===== src/rtl/c5315_reg_alu.sv =====
// c5315_reg_alu: registered dual-channel 9-bit ALU benchmark core.
//
// Each channel computes {par, zero, cout, res[8:0]} from its operands and
// opcode. A selector muxes one channel's result. The otherwise unused input
// bits are folded into a pairwise-XOR field.
//
// Ports:
//   clk        rising-edge clock
//   rst        synchronous reset, active-high; clears all state
//   in_valid   in_vec is valid this cycle
//   in_vec     178-bit packed input vector
//   out_valid  out_vec was updated by the last edge
//   out_vec    123-bit packed registered output vector
//
// Build option:
//   C5315_INPUT_REG_EN  adds an input register stage, so latency becomes 2 cycles.
module c5315_reg_alu #(
  parameter int unsigned IN_W  = 178,
  parameter int unsigned OUT_W = 123
) (
  input  logic             clk,
  input  logic             rst,
  input  logic             in_valid,
  input  logic [IN_W-1:0]  in_vec,
  output logic             out_valid,
  output logic [OUT_W-1:0] out_vec
);

  // Result packed as {par, zero, cout, res[8:0]}.
  function automatic logic [11:0] alu_ch(input logic [8:0] a, input logic [8:0] b,
                                         input logic [3:0] op, input logic cin);
    logic [9:0] sum;
    logic [8:0] res;
    logic       cout;
    sum  = '0;
    res  = '0;
    cout = 1'b0;
    unique case (op)
      4'd0: begin
        sum  = {1'b0, a} + {1'b0, b} + {9'd0, cin};
        res  = sum[8:0];
        cout = sum[9];
      end
      4'd1: begin
        // Carry out of a + ~b + 1 is set when no borrow occurs.
        sum  = {1'b0, a} + {1'b0, ~b} + 10'd1;
        res  = sum[8:0];
        cout = sum[9];
      end
      4'd2: res = a & b;
      4'd3: res = a | b;
      4'd4: res = a ^ b;
      4'd5: res = ~a;
      4'd6: begin
        sum  = {1'b0, a} + 10'd1;
        res  = sum[8:0];
        cout = sum[9];
      end
      4'd7: begin
        // a + 0x1FF: carry set unless a was zero (no borrow).
        sum  = {1'b0, a} + 10'h1FF;
        res  = sum[8:0];
        cout = sum[9];
      end
      4'd8: begin
        res  = {a[7:0], 1'b0};
        cout = a[8];
      end
      4'd9: begin
        res  = {1'b0, a[8:1]};
        cout = a[0];
      end
      4'd10:   res = a;
      4'd11:   res = b;
      default: res = '0;
    endcase
    return {^res, (res == 9'd0), cout, res};
  endfunction

  // Stage feeding the compute/output register.
  logic [IN_W-1:0] s_vec;
  logic            s_valid;

`ifdef C5315_INPUT_REG_EN
  logic [IN_W-1:0] in_vec_d, in_vec_q;
  logic            in_valid_d, in_valid_q;

  always_comb begin
    in_valid_d = in_valid;
    in_vec_d   = in_valid ? in_vec : in_vec_q;
  end

  always_ff @(posedge clk) begin
    if (rst) begin
      in_valid_q <= 1'b0;
      in_vec_q   <= '0;
    end else begin
      in_valid_q <= in_valid_d;
      in_vec_q   <= in_vec_d;
    end
  end

  assign s_vec   = in_vec_q;
  assign s_valid = in_valid_q;
`else
  assign s_vec   = in_vec;
  assign s_valid = in_valid;
`endif

  logic [11:0]      ch0, ch1;
  logic [OUT_W-1:0] result;
  logic [OUT_W-1:0] out_vec_d, out_vec_q;
  logic             out_valid_d, out_valid_q;

  always_comb begin
    ch0 = alu_ch(s_vec[8:0], s_vec[17:9], s_vec[39:36], s_vec[44]);
    ch1 = alu_ch(s_vec[26:18], s_vec[35:27], s_vec[43:40], s_vec[45]);
    result          = '0;
    result[11:0]    = ch0;
    result[23:12]   = ch1;
    result[32:24]   = s_vec[46] ? ch1[8:0] : ch0[8:0];
    result[33]      = (ch0[8:0] == ch1[8:0]);
    result[34]      = ^s_vec;
    result[122:35]  = s_vec[134:47] ^ s_vec[177:90];
    out_valid_d     = s_valid;
    out_vec_d       = s_valid ? result : out_vec_q;
  end

  always_ff @(posedge clk) begin
    if (rst) begin
      out_valid_q <= 1'b0;
      out_vec_q   <= '0;
    end else begin
      out_valid_q <= out_valid_d;
      out_vec_q   <= out_vec_d;
    end
  end

  assign out_valid = out_valid_q;
  assign out_vec   = out_vec_q;

endmodule


===== config.mk =====
export PLATFORM = sky130hd
export DESIGN_NAME = c5315_reg_alu
export DESIGN_NICKNAME = d
export VERILOG_FILES = /design/src/rtl/c5315_reg_alu.sv
export SDC_FILE = /design/constraint.sdc
export NUM_CORES = 1
export LEC_CHECK = 0
export ABC_CLOCK_PERIOD_IN_PS = 3700
export CELL_PAD_IN_SITES_DETAIL_PLACEMENT = 1
export CELL_PAD_IN_SITES_GLOBAL_PLACEMENT = 2
export CORE_MARGIN = 2
export CORE_UTILIZATION = 25
export CTS_BUF_LIST = sky130_fd_sc_hd__clkbuf_4 sky130_fd_sc_hd__clkbuf_8 sky130_fd_sc_hd__clkbuf_16
export CTS_CLUSTER_DIAMETER = 50
export DETAILED_ROUTE_END_ITERATION = 12
export PLACE_DENSITY_LB_ADDON = 0.2
export SETUP_SLACK_MARGIN = 0.05
export SYNTH_ARGS = -nofsm -noshare
export SYNTH_HDL_FRONTEND = slang
export SYNTH_SLANG_ARGS = --single-unit

===== constraint.sdc =====
create_clock -name clk -period 3.7 [get_ports clk]
set_input_delay 0.74 -clock clk [delete_from_list [all_inputs] [get_ports clk]]
set_output_delay 0.74 -clock clk [all_outputs]
set_load 0.02 [all_outputs]

# Yosys cells after proc, flatten, opt, wreduce, memory -nomap -nowiden
# Cells that the tools add are included.
[word_totals] ff_bits=124 inputBits=181 out_inout_bits=124 elab_cells=60
[op_classes] add_sub_neg=12 eq_ne=23 n_mux=5 bitwise=11 n_reduce_logical=7
[ops] cell="$pmux 9 s12" count=2
[ops] cell="$reduce_xor 178->1" count=1
[ops] cell="$xor 88x88->88" count=1
[ops] cell="$add 9x9->10" count=4
[ops] cell="$not 9->9" count=4
[ops] cell="$eq 4x3->1 const B" count=8
[ops] cell="$eq 4x4->1 const B" count=8
[ops] cell="$add 10x1->10" count=2
[ops] cell="$add 10x1->10 const B" count=2
[ops] cell="$add 9x1->10 const B" count=2
[ops] cell="$add 9x9->10 const B" count=2
[ops] cell="$and 9x9->9" count=2
[ops] cell="$logic_not 9->1" count=2
[ops] cell="$or 9x9->9" count=2
[ops] cell="$reduce_xor 9->1" count=2
[ops] cell="$xor 9x9->9" count=2
[ops] cell="$eq 4x2->1 const B" count=4
[ops] cell="$pmux 1 s6" count=2
[ops] cell="$eq 9x9->1" count=1
[ops] cell="$mux 9" count=1
[ops] cell="$eq 4x1->1 const B" count=2
[ops] cell="$logic_not 4->1" count=2

# Depth between registers and ports, before layout
# Gate-level depths: netlist of run 1.
[logic_depth] ltp_word=5 mapped_depth=17 ltp_nobuf=16

# Worst setup path before layout of run 1
# No wires, ideal clock.
[synth_path] path_kind="input -> register" startpoint="input port in_vec[0]" endpoint="register out_vec_q[11] (netlist: out_vec[11])" setup_time_ps=86 t_arrival_ps=3687 required_ps=3614 slack_ps=-72 cell_stages=13 n_path_buf=0 path_cell_list="fa_1 > fa_1 > a21oi_1 > o21bai_1 > a21o_1 > a21o_1 > a221o_1 > a21oi_1 > ha_1 > xnor2_1 > xnor2_1 > xnor2_1 > a211oi_1"
[synth_via] elab_chain_cells=4 word_cells_on_any_way=12
[synth_rtl] element="start: declaration" line="24" text="input logic [IN_W-1:0] in_vec,"
[synth_rtl] element="$add 9x9->10, on equally long branches" line="46, 40"
[synth_rtl] element="$add 10x1->10, on equally long branches" line="46, 40"
[synth_rtl] element="$pmux 9 s12 (*)" line="38" text="unique case (op)"
[synth_rtl] element="$reduce_xor 9->1 (*)" line="77" text="return {^res, (res == 9'd0), cout, res};"
[synth_rtl] element="end signal: assignment" line="135" text="out_vec_q <= out_vec_d;"
[synth_rtl] element="end: declaration" line="112" text="logic [OUT_W-1:0] out_vec_d, out_vec_q;"
# Every way passes the cells marked *; elsewhere a longest branch is shown, timed or not.
# A chain may end at the register's enable or synchronous reset.

# Worst setup path after layout of run 1
[layout_path] startpoint="input port in_vec[18]" endpoint="register out_vec_q[23] (netlist: out_vec[23])"
# The elaborated chain is that of the path after synthesis.

==> out/metrics.cfg, run 1 <==
[die]
row_count=76
die_h_um=212
io_pins=305
core-area_sq_um=42800
die_w_um=212
die_area_sq_um=44800
start_util_pct=25.2

[synth]
synthArstFlopShare_pct=0
syn_area_sq_um=10800
synth_area_leaders=dfxtp_1 23%, xnor2_1 20%, ha_1 11%
yosys_warnings=0
synth.most_common_cell=xnor2_1
synth.net_count=1581
synthCells=1297
yosys.area.top_type_share_pct=23.0
ys_dominant_reg_cell=dfxtp_1
yosysUniqueCellTypes=72
seq_area_frac_synth_pct=23.0
synth_top_area_cell=dfxtp_1
synth_top_cells_by_count=243 x xnor2_1, 142 x nor2_1, 124 x dfxtp_1
ys_seq_elements=124
synth_edf_count=0
avgSynthCellArea_sq_um=8.31

[sta]
fin_crit_ns=3.54
setup_violations=0
setup_ws_ns=0.159
tightest_slew_ns=0.794
rsz0062_at_grt=true
fmax_mhz=282
maxSlewViolCount=0
fin_skew_ns=0
hold_viol=0
post-route-period-util_pct=95.7
whs_ns=0.475
slew-limit-headroom_pct=47.1

[power_and_ir_drop]
p_per_area_nw_per_um2=361
p_leak_nw=6.78
ir_worst_vdd_uv=366
power_w=0.00612

[clocking]
cts_tree=yes
h-tree-depth=4
clock_path_buffers=2
root_buffer=clkbuf_16
worstSkewPairLatency_ns=0.43
cts-buffers-inserted=17
cts_sinks=124
path_clk_slew_ns=0.06

[global_route]
track_usage_pct=22.5
busiest_layer=met2
grt_pass1_wl_um=75600
grt_overflow=0
grt_use_met3_pct=4.87
grt_pass1_vias=11997
grt_use_met2_pct=38.9
grt_max_degree=178
antenna_found_initial=2
met1_usage_pct=28.2

[drt]
drt_iter0_drc=716
avgViaCountPerCell=4.86
vias=11472
drc=0
wl_per_cell_um=21.4
wl_um=50500
ant_nets=0
dr.pass1.iters=5

[hold_path]
worstHoldStart=out_vec[21]
hp-class=reg -> reg
whs_endpoint=out_vec[21]
min_path_cells=2

[critical_path]
r2r_cells=2
crit_path_end_kind=flip-flop
start_kind=input pin
required_ns=4.01
critical_path_class=in -> reg
rr_endpoint=out_vec[87]
path_max_fanout=2
critPathArrivalTime_ns=3.86
r2r_slack_ns=2.90
r2r-start=out_vec[87]

[layout]
post_route_cells_drive_above_1_share_pct=19.9
nNetsFinal=2090
fillers=5018
area_delta_synth_final_pct=57.2

[flow_run]
max_cap_viol_count=0

[placement]
globalplace.congestion=0.875
dp_slack_ns=-0.665
portBuffers=304
hpwl_um=41600

[status]
outcome=finished, final reports clean

## final cells by class
type,instances,area (sq um),share of cell area [%]
tap,546,683,4.03
inverter,86,327,1.93
clock buffer,24,503,2.97
clock inverter,3,15.0,0.0886
timing repair buffer,565,5060,29.8
multi-input combinational,1012,7870,46.5
antenna,2,5.00,0.0295
sequential,124,2480,14.6
## timing repair
item	CTS	global route
setup endpoints to repair	7	7
hold buffers	0	0
setup buffers	8	8
resized for setup	25	29
hold endpoints to repair	0	0
pin swaps	11	30
## worst max-delay path, stage by stage
cell	delay, ns
clkdlybuf4s15_1	0.26
fa_2	0.41
a21o_1	0.18
a211o_1	0.37
a2111oi_4	0.34
nor2_2	0.10
mux2i_1	0.15
o21ai_1	0.10
a21oi_2	0.18
inv_1	0.08
ha_1	0.28
xor2_1	0.16
xnor2_1	0.20
xnor2_1	0.09
mux2i_1	0.13
nor2_1	0.05
## placed cells by master (no fill, tap or decap), drive strengths merged, types with 11 or more instances in the layout
cell	instances
ha	97
nand3	12
nand2	71
o22ai	11
inv	85
o21ai	51
clkbuf	25
nor3	11
dfxtp	124
xor2	22
nor2	142
o221ai	16
xnor2	243
mux2i	14
a21oi	47
buf	263
a222oi	21
o21bai	11
a211oi	105
clkdlybuf4s50	293
## state kept, by name (all words and copies together), names as in the netlist
signal and flops:
out_vec 123, out_valid 1
## layer usage
metal,part of all wire [%],vias up
li1,-,5580
met2,48,319
met4,1.6,0
met1,44,5535
met3,5.9,38
met5,0,-
## kinds of logic (layout without fill, tap and decap cells)
| group | Yosys count | in the layout | synth area share, % |
|---|---|---|---|
| xor+xnor | 266 | 266 | 21.7 |
| simple gates | 276 | 276 | 11.1 |
| other cells | 0 | 2 | 0 |
| compound gates | 352 | 352 | 24.5 |
| flops | 124 | 124 | 23.0 |
| buf+inv | 161 | 678 | 5.85 |
| fa+ha+maj | 103 | 103 | 12.4 |
| mux | 15 | 15 | 1.40 |
## stage by stage
| stage | instance area (sq um) | TNS [ns] | cells | utilization (%) |
|---|---|---|---|---|
| finish | 16900 | 0 | 2362 | 39.6 |
| global route | 16900 | 0 | 2360 | 39.6 |
| CTS | 16700 | 0 | 2352 | 39.1 |
| detailed placement | 16100 | -5.74 | 2317 | 37.6 |
| global placement | 16100 | -5.10 | 2317 | 37.6 |
| floorplan | 10800 | 0 | 1297 | - |
## power breakdown
part / switching, W / leakage, nW / internal (W)
logic: 0.00149 / 5.49 / 0.00158
registers: 0.0000691 / 1.03 / 0.00145
clock network: 0.000601 / 0.264 / 0.000924
## how the worst max path moves through the flow
stage                from          end  slack, ns  cells after the start
2_1_floorplan   in_vec[0]  out_vec[11]      0.007                     13
3_3_place_gp   in_vec[18]  out_vec[23]      -0.62                     15
3_5_place_dp   in_vec[18]  out_vec[23]      -0.67                     16
4_1_cts         in_vec[1]  out_vec[11]       0.05                     16
5_1_grt        in_vec[10]  out_vec[11]       0.03                     15
6_report       in_vec[18]  out_vec[23]       0.16                     16
No activity file was read; power rests on OpenSTA's default activity.
==> run 2, diff against run 1 <==
--- a/config.mk
+++ b/config.mk
@@ -5,11 +5,11 @@
 export SDC_FILE = /design/constraint.sdc
 export NUM_CORES = 1
 export LEC_CHECK = 0
-export ABC_CLOCK_PERIOD_IN_PS = 3700
+export ABC_CLOCK_PERIOD_IN_PS = 4550
 export CELL_PAD_IN_SITES_DETAIL_PLACEMENT = 1
 export CELL_PAD_IN_SITES_GLOBAL_PLACEMENT = 2
 export CORE_MARGIN = 2
-export CORE_UTILIZATION = 25
+export CORE_UTILIZATION = 30
 export CTS_BUF_LIST = sky130_fd_sc_hd__clkbuf_4 sky130_fd_sc_hd__clkbuf_8 sky130_fd_sc_hd__clkbuf_16
 export CTS_CLUSTER_DIAMETER = 50
 export DETAILED_ROUTE_END_ITERATION = 12
==> constraint.sdc (replaced) <==
create_clock -name clk -period 4.55 [get_ports clk]
set_input_delay 0.91 -clock clk [delete_from_list [all_inputs] [get_ports clk]]
set_output_delay 0.91 -clock clk [all_outputs]
set_load 0.02 [all_outputs]
==> out/metrics.cfg, run 2 (synthesis results as in run 1) <==
[die]
row_count=69
die_w_um=194
start_util_pct=30.4
die_h_um=194
core-area_sq_um=35500
io_pins=305
die_area_sq_um=37500

[sta]
post-route-period-util_pct=90.3
setup_ws_ns=0.441
rsz0062_at_grt=false
setup_tns_ns=0
tightest_slew_ns=0.753
fmax_mhz=243
setup_violations=0
fin_skew_ns=0
slew-limit-headroom_pct=49.8
maxSlewViolCount=0
whs_ns=0.475
hold_viol=0
fin_crit_ns=4.11

[power_and_ir_drop]
p_per_area_nw_per_um2=316
intPower_w=0.00318
power_frac_comb_pct=45.6
p_leak_nw=5.97
switching_share_pct=34.9
power_w=0.00489
seqPwrFrac_pct=25.3
ir_worst_vdd_uv=314
clkPwrFrac_pct=29.1
power.net_switching_w=0.00170

[clocking]
cts_tree=yes
cts_resized=0
cts_sinks=124
cts-buffers-inserted=17
post_cts_buffers=0
root_buffer=clkbuf_16
worstSkewPairLatency_ns=0.42
cts_hold_buf=0
h-tree-depth=4
path_clk_slew_ns=0.06
clock_path_buffers=2

[placement]
globalplace.congestion=0.886
portBuffers=304
dpl_cell_area_sq_um=14800
dp_slack_ns=0.0209
hpwl_um=37500

[drt]
wl_met1_um=20600
avgViaCountPerCell=5.17
wl_met3_um=2530
dr.pass1.iters=6
wl_per_cell_um=21.9
drc=0
wl_met2_um=22600
vias=10942
drt_iter0_drc=694
ant_nets=0
wl_um=46400
top_signal_layer_used=met4

[critical_path]
path_max_fanout=3
start_kind=input pin
crit_path_end_kind=flip-flop
required_ns=4.83
critical_path_class=in -> reg
critPathArrivalTime_ns=4.39

[layout]
antennaDiodeCount=0
final_common_cell=clkdlybuf4s50_1
area_delta_synth_final_pct=43.4
regArea_sq_um=2480
layout_common_cells=302 x clkdlybuf4s50_1, 243 x xnor2_1, 142 x nor2_1
fillers=4197
nNetsFinal=1926
final_area_sq_um=15500
largest_reg_flops=123
post_route_cells_drive_above_1_share_pct=10.2
multi_input_area_sq_um=7670

[global_route]
grt_pass1_vias=11272
grt_overflow=0
grt_pass1_wl_um=70900
antenna_found_initial=0
track_usage_pct=24.4
grt_max_degree=177

[hold_path]
hp-class=reg -> reg

[flow_run]
max_cap_viol_count=0

[status]
outcome=finished, final reports clean

-- run 2: cell types whose count changed in the layout (fill, tap and decap cells not counted), moves of 5 or more --
| cell | change |
|---|---|
| a21oi_1 | +6 |
| clkdlybuf4s50_1 | +9 |
| ha_4 | -6 |
| a21oi_2 | -5 |
| buf_6 | -5 |
| inv_1 | +5 |
| buf_4 | -158 |
| ha_1 | +7 |
-- run 2: cell type report --
class / instances / share of cell area, %
multi-input combinational: 1012 / 49.6
timing repair buffer: 401 / 24.5
sequential: 124 / 16.1
tap: 461 / 3.73
clock buffer: 26 / 3.47
inverter: 86 / 2.09
clock inverter: 6 / 0.518
-- run 2: critical path, stage by stage --
cell and delay [ns]:
clkdlybuf4s50_1 0.51, fa_1 0.50, fa_1 0.40, a21o_1 0.19
a21oi_1 0.24, o21ai_1 0.15, a21oi_1 0.15, nor3_1 0.07
o31ai_1 0.34, ha_1 0.30, xor2_1 0.17, xnor2_1 0.18
xnor2_1 0.08, mux2i_1 0.14, nor2_1 0.05
-- run 2: worst paths after layout --
| kind | start | endpoint | slack (ns) | cells past startpoint |
|---|---|---|---|---|
| setup / recovery | in_vec[18] | out_vec[23] | 0.44 | 15 |
| hold / removal | out_vec[22] | out_vec[22] | 0.48 | 2 |
| setup reg to reg | out_vec[64] | out_vec[64] | 3.80 | 2 |
| hold reg to reg | out_vec[22] | out_vec[22] | 0.48 | 2 |
-- run 2: through the flow --
step,std cells,util (%)
floorplan,1297,-
detailed placement,2084,41.8
global route,2116,43.6
finish,2116,43.6
CTS,2116,43.6
global placement,2084,41.8
-- run 2: power groups by stage --
stage	Sequential, W	Combinational (W)	Clock [W]
2_1_floorplan	0.00136	0.00125	0
3_3_place_gp	0.00126	0.00222	0
3_5_place_dp	0.00126	0.00224	0
4_1_cts	0.00124	0.00226	0.00146
5_1_grt	0.00125	0.00240	0.00150
6_report	0.00124	0.00223	0.00142
-- run 2: per-layer routing --
| metal | up-vias | GRT usage (%) |
|---|---|---|
| li1 | 5260 | - |
| met1 | 5320 | 31.5 |
| met2 | 334 | 42.6 |
| met3 | 28 | 4.17 |
| met4 | 0 | 4.89 |
| met5 | - | 0 |
==> run 3, diff against run 2 <==
--- a/config.mk
+++ b/config.mk
@@ -5,11 +5,12 @@
 export SDC_FILE = /design/constraint.sdc
 export NUM_CORES = 1
 export LEC_CHECK = 0
+export ABC_AREA = 1
 export ABC_CLOCK_PERIOD_IN_PS = 4550
 export CELL_PAD_IN_SITES_DETAIL_PLACEMENT = 1
 export CELL_PAD_IN_SITES_GLOBAL_PLACEMENT = 2
 export CORE_MARGIN = 2
-export CORE_UTILIZATION = 30
+export CORE_UTILIZATION = 28
 export CTS_BUF_LIST = sky130_fd_sc_hd__clkbuf_4 sky130_fd_sc_hd__clkbuf_8 sky130_fd_sc_hd__clkbuf_16
 export CTS_CLUSTER_DIAMETER = 50
 export DETAILED_ROUTE_END_ITERATION = 12
==> out/metrics.cfg, run 3 <==
[power_and_ir_drop]
power_w=0.00466
ir_worst_vdd_uv=178
p_per_area_nw_per_um2=262
p_leak_nw=9.27

[placement]
globalplace.congestion=0.906
hpwl_um=46900
dpl_cell_area_sq_um=17200
portBuffers=304
dpl.cell_count=3173
dp_slack_ns=0.357

[global_route]
grt_overflow=0
grt_pass1_wl_um=90000
track_usage_pct=23.3
antenna_found_initial=1
grt_pass1_vias=15970
grt_max_degree=132

[sta]
fin_skew_ns=0
fmax_mhz=266
maxSlewViolCount=0
setup_tns_ns=0
setup_ws_ns=0.794
hold_viol=0
post-route-period-util_pct=82.5
fin_crit_ns=3.76
rsz0062_at_grt=false
slew-limit-headroom_pct=51.7
setup_violations=0
tightest_slew_ns=0.724

[drt]
wl_um=57600
drt_iter0_drc=698
dr.pass1.iters=5
wl_per_cell_um=18.0
vias=15224
drc=0
ant_nets=0
avgViaCountPerCell=4.75

[critical_path]
r2r_cells=4
critPathTopFamily=adder cells
startpoint=in_vec[0]
critPathArrivalTime_ns=4.09
path_max_fanout=6
crit_path_end_kind=flip-flop
cpPeakStageDelay_ns=0.56
rr_endpoint=out_vec[11]
required_ns=4.88
start_kind=input pin
timing.critical_path.cells=clkdlybuf4s50_1 > fa_1 > fa_1 > nand3_1 > a21oi_1 > nor2_1 > nand2_1 > nand3_1 > nand3_1 > nor2_1 > ha_1 > xnor2_1 > xnor2_1 > xor2_1 > o21ai_1 > inv_1
path_depth=16
r2r_slack_ns=3.72
critPathSlowestCell=clkdlybuf4s50_1
crit_path_frequent_cell=nand3_1
critical_path_class=in -> reg
worst-path-buf-inv=2
r2r-start=out_vec[11]

[hold_path]
min_path_cells=2
hp-class=reg -> reg
worstHoldStart=out_vec[21]
whs_endpoint=out_vec[21]

[synth]
yosysUniqueCellTypes=44
synth.most_common_cell=nand2_1
synth_edf_count=0
synthArstFlopShare_pct=0
yosys_warnings=0
ys_seq_elements=124
synth_top_cells_by_count=713 x nand2_1, 301 x nor2_1, 275 x inv_1
ys_dominant_reg_cell=dfxtp_1
synth.net_count=2556
syn_area_sq_um=13300
seq_area_frac_synth_pct=18.6
synth_area_leaders=nand2_1 20%, dfxtp_1 19%, ha_1 9.1%
avgSynthCellArea_sq_um=5.87
yosys.area.top_type_share_pct=20.1
synthCells=2272
synth_top_area_cell=nand2_1

[flow_run]
max_cap_viol_count=0

[layout]
area_delta_synth_final_pct=33.8
final_area_sq_um=17800
final_common_cell=nand2_1
final-instance-count-excl-fill=3206
post_route_cells_drive_above_1_share_pct=6.16
fillers=6247
layout_common_cells=713 x nand2_1, 302 x clkdlybuf4s50_1, 301 x nor2_1
nNetsFinal=2869
largest_reg_flops=123

[clocking]
cts_hold_buf=0
h-tree-depth=4
path_clk_slew_ns=0.06
post_cts_buffers=0
worstSkewPairLatency_ns=0.43
cts_tree=yes
root_buffer=clkbuf_16
cts_resized=0
cts-buffers-inserted=17
cts_sinks=124
clock_path_buffers=2

[die]
die_area_sq_um=49400
start_util_pct=28.5
row_count=79
io_pins=305
die_h_um=222
die_w_um=222
core-area_sq_um=46800

[status]
outcome=finished, final reports clean

run 3: per-layer routing:
layer / vias to the layer above / GRT usage (%) / share of wire (%)
met4: 0 / 5.58 / 1.6
met5: - / 0 / 0
met3: 48 / 4.80 / 5.3
li1: 7682 / - / -
met1: 7211 / 30.9 / 47
met2: 283 / 38.5 / 46
run 3: stage by stage:
step | hold WS (ns) | utilization (%)
3_5_place_dp | 0.462 | 36.9
5_1_grt | 0.502 | 38.2
2_1_floorplan | 0.545 | -
4_1_cts | 0.472 | 38.1
6_report | 0.469 | 38.2
3_3_place_gp | 0.457 | 36.9
run 3: how the worst max path moves through the flow:
stage             endpoint  slack (ns)
3_5_place_dp   out_vec[11]        0.36
5_1_grt        out_vec[11]        0.49
4_1_cts        out_vec[11]        0.83
6_report       out_vec[11]        0.79
2_1_floorplan  out_vec[11]        1.21
3_3_place_gp   out_vec[11]        0.33
run 3: final cells by class:
type,count,area (sq um),area share [%]
antenna,1,2.50,0.0140
clock buffer,21,468,2.62
clock inverter,11,119,0.666
inverter,313,1180,6.61
multi-input combinational,1779,9430,52.9
sequential,124,2480,13.9
tap,607,759,4.26
timing repair buffer,350,3400,19.0
run 3: worst register-to-register path, stage by stage, from the launching register on:
cell	delay, ns
dfxtp_1	0.47
nor2_1	0.07
nor2_1	0.11
o21ai_1	0.07
inv_1	0.06
run 3: kinds of logic after synthesis:
logic type | Yosys count | share of synthesized area [%]
flops | 124 | 18.6
fa+ha+maj | 103 | 10.0
simple gates | 1206 | 36.9
buf+inv | 369 | 10.6
compound gates | 285 | 11.7
xor+xnor | 185 | 12.2
run 3: report_power, final:
group          switching (W)  leakage (nW)  internal, W  total, W
Clock               0.000559         0.282     0.000843   0.00140
Combinational        0.00123          7.96     0.000791   0.00202
Sequential         0.0000602          1.03      0.00118   0.00124
Total                0.00185          9.27      0.00281   0.00466
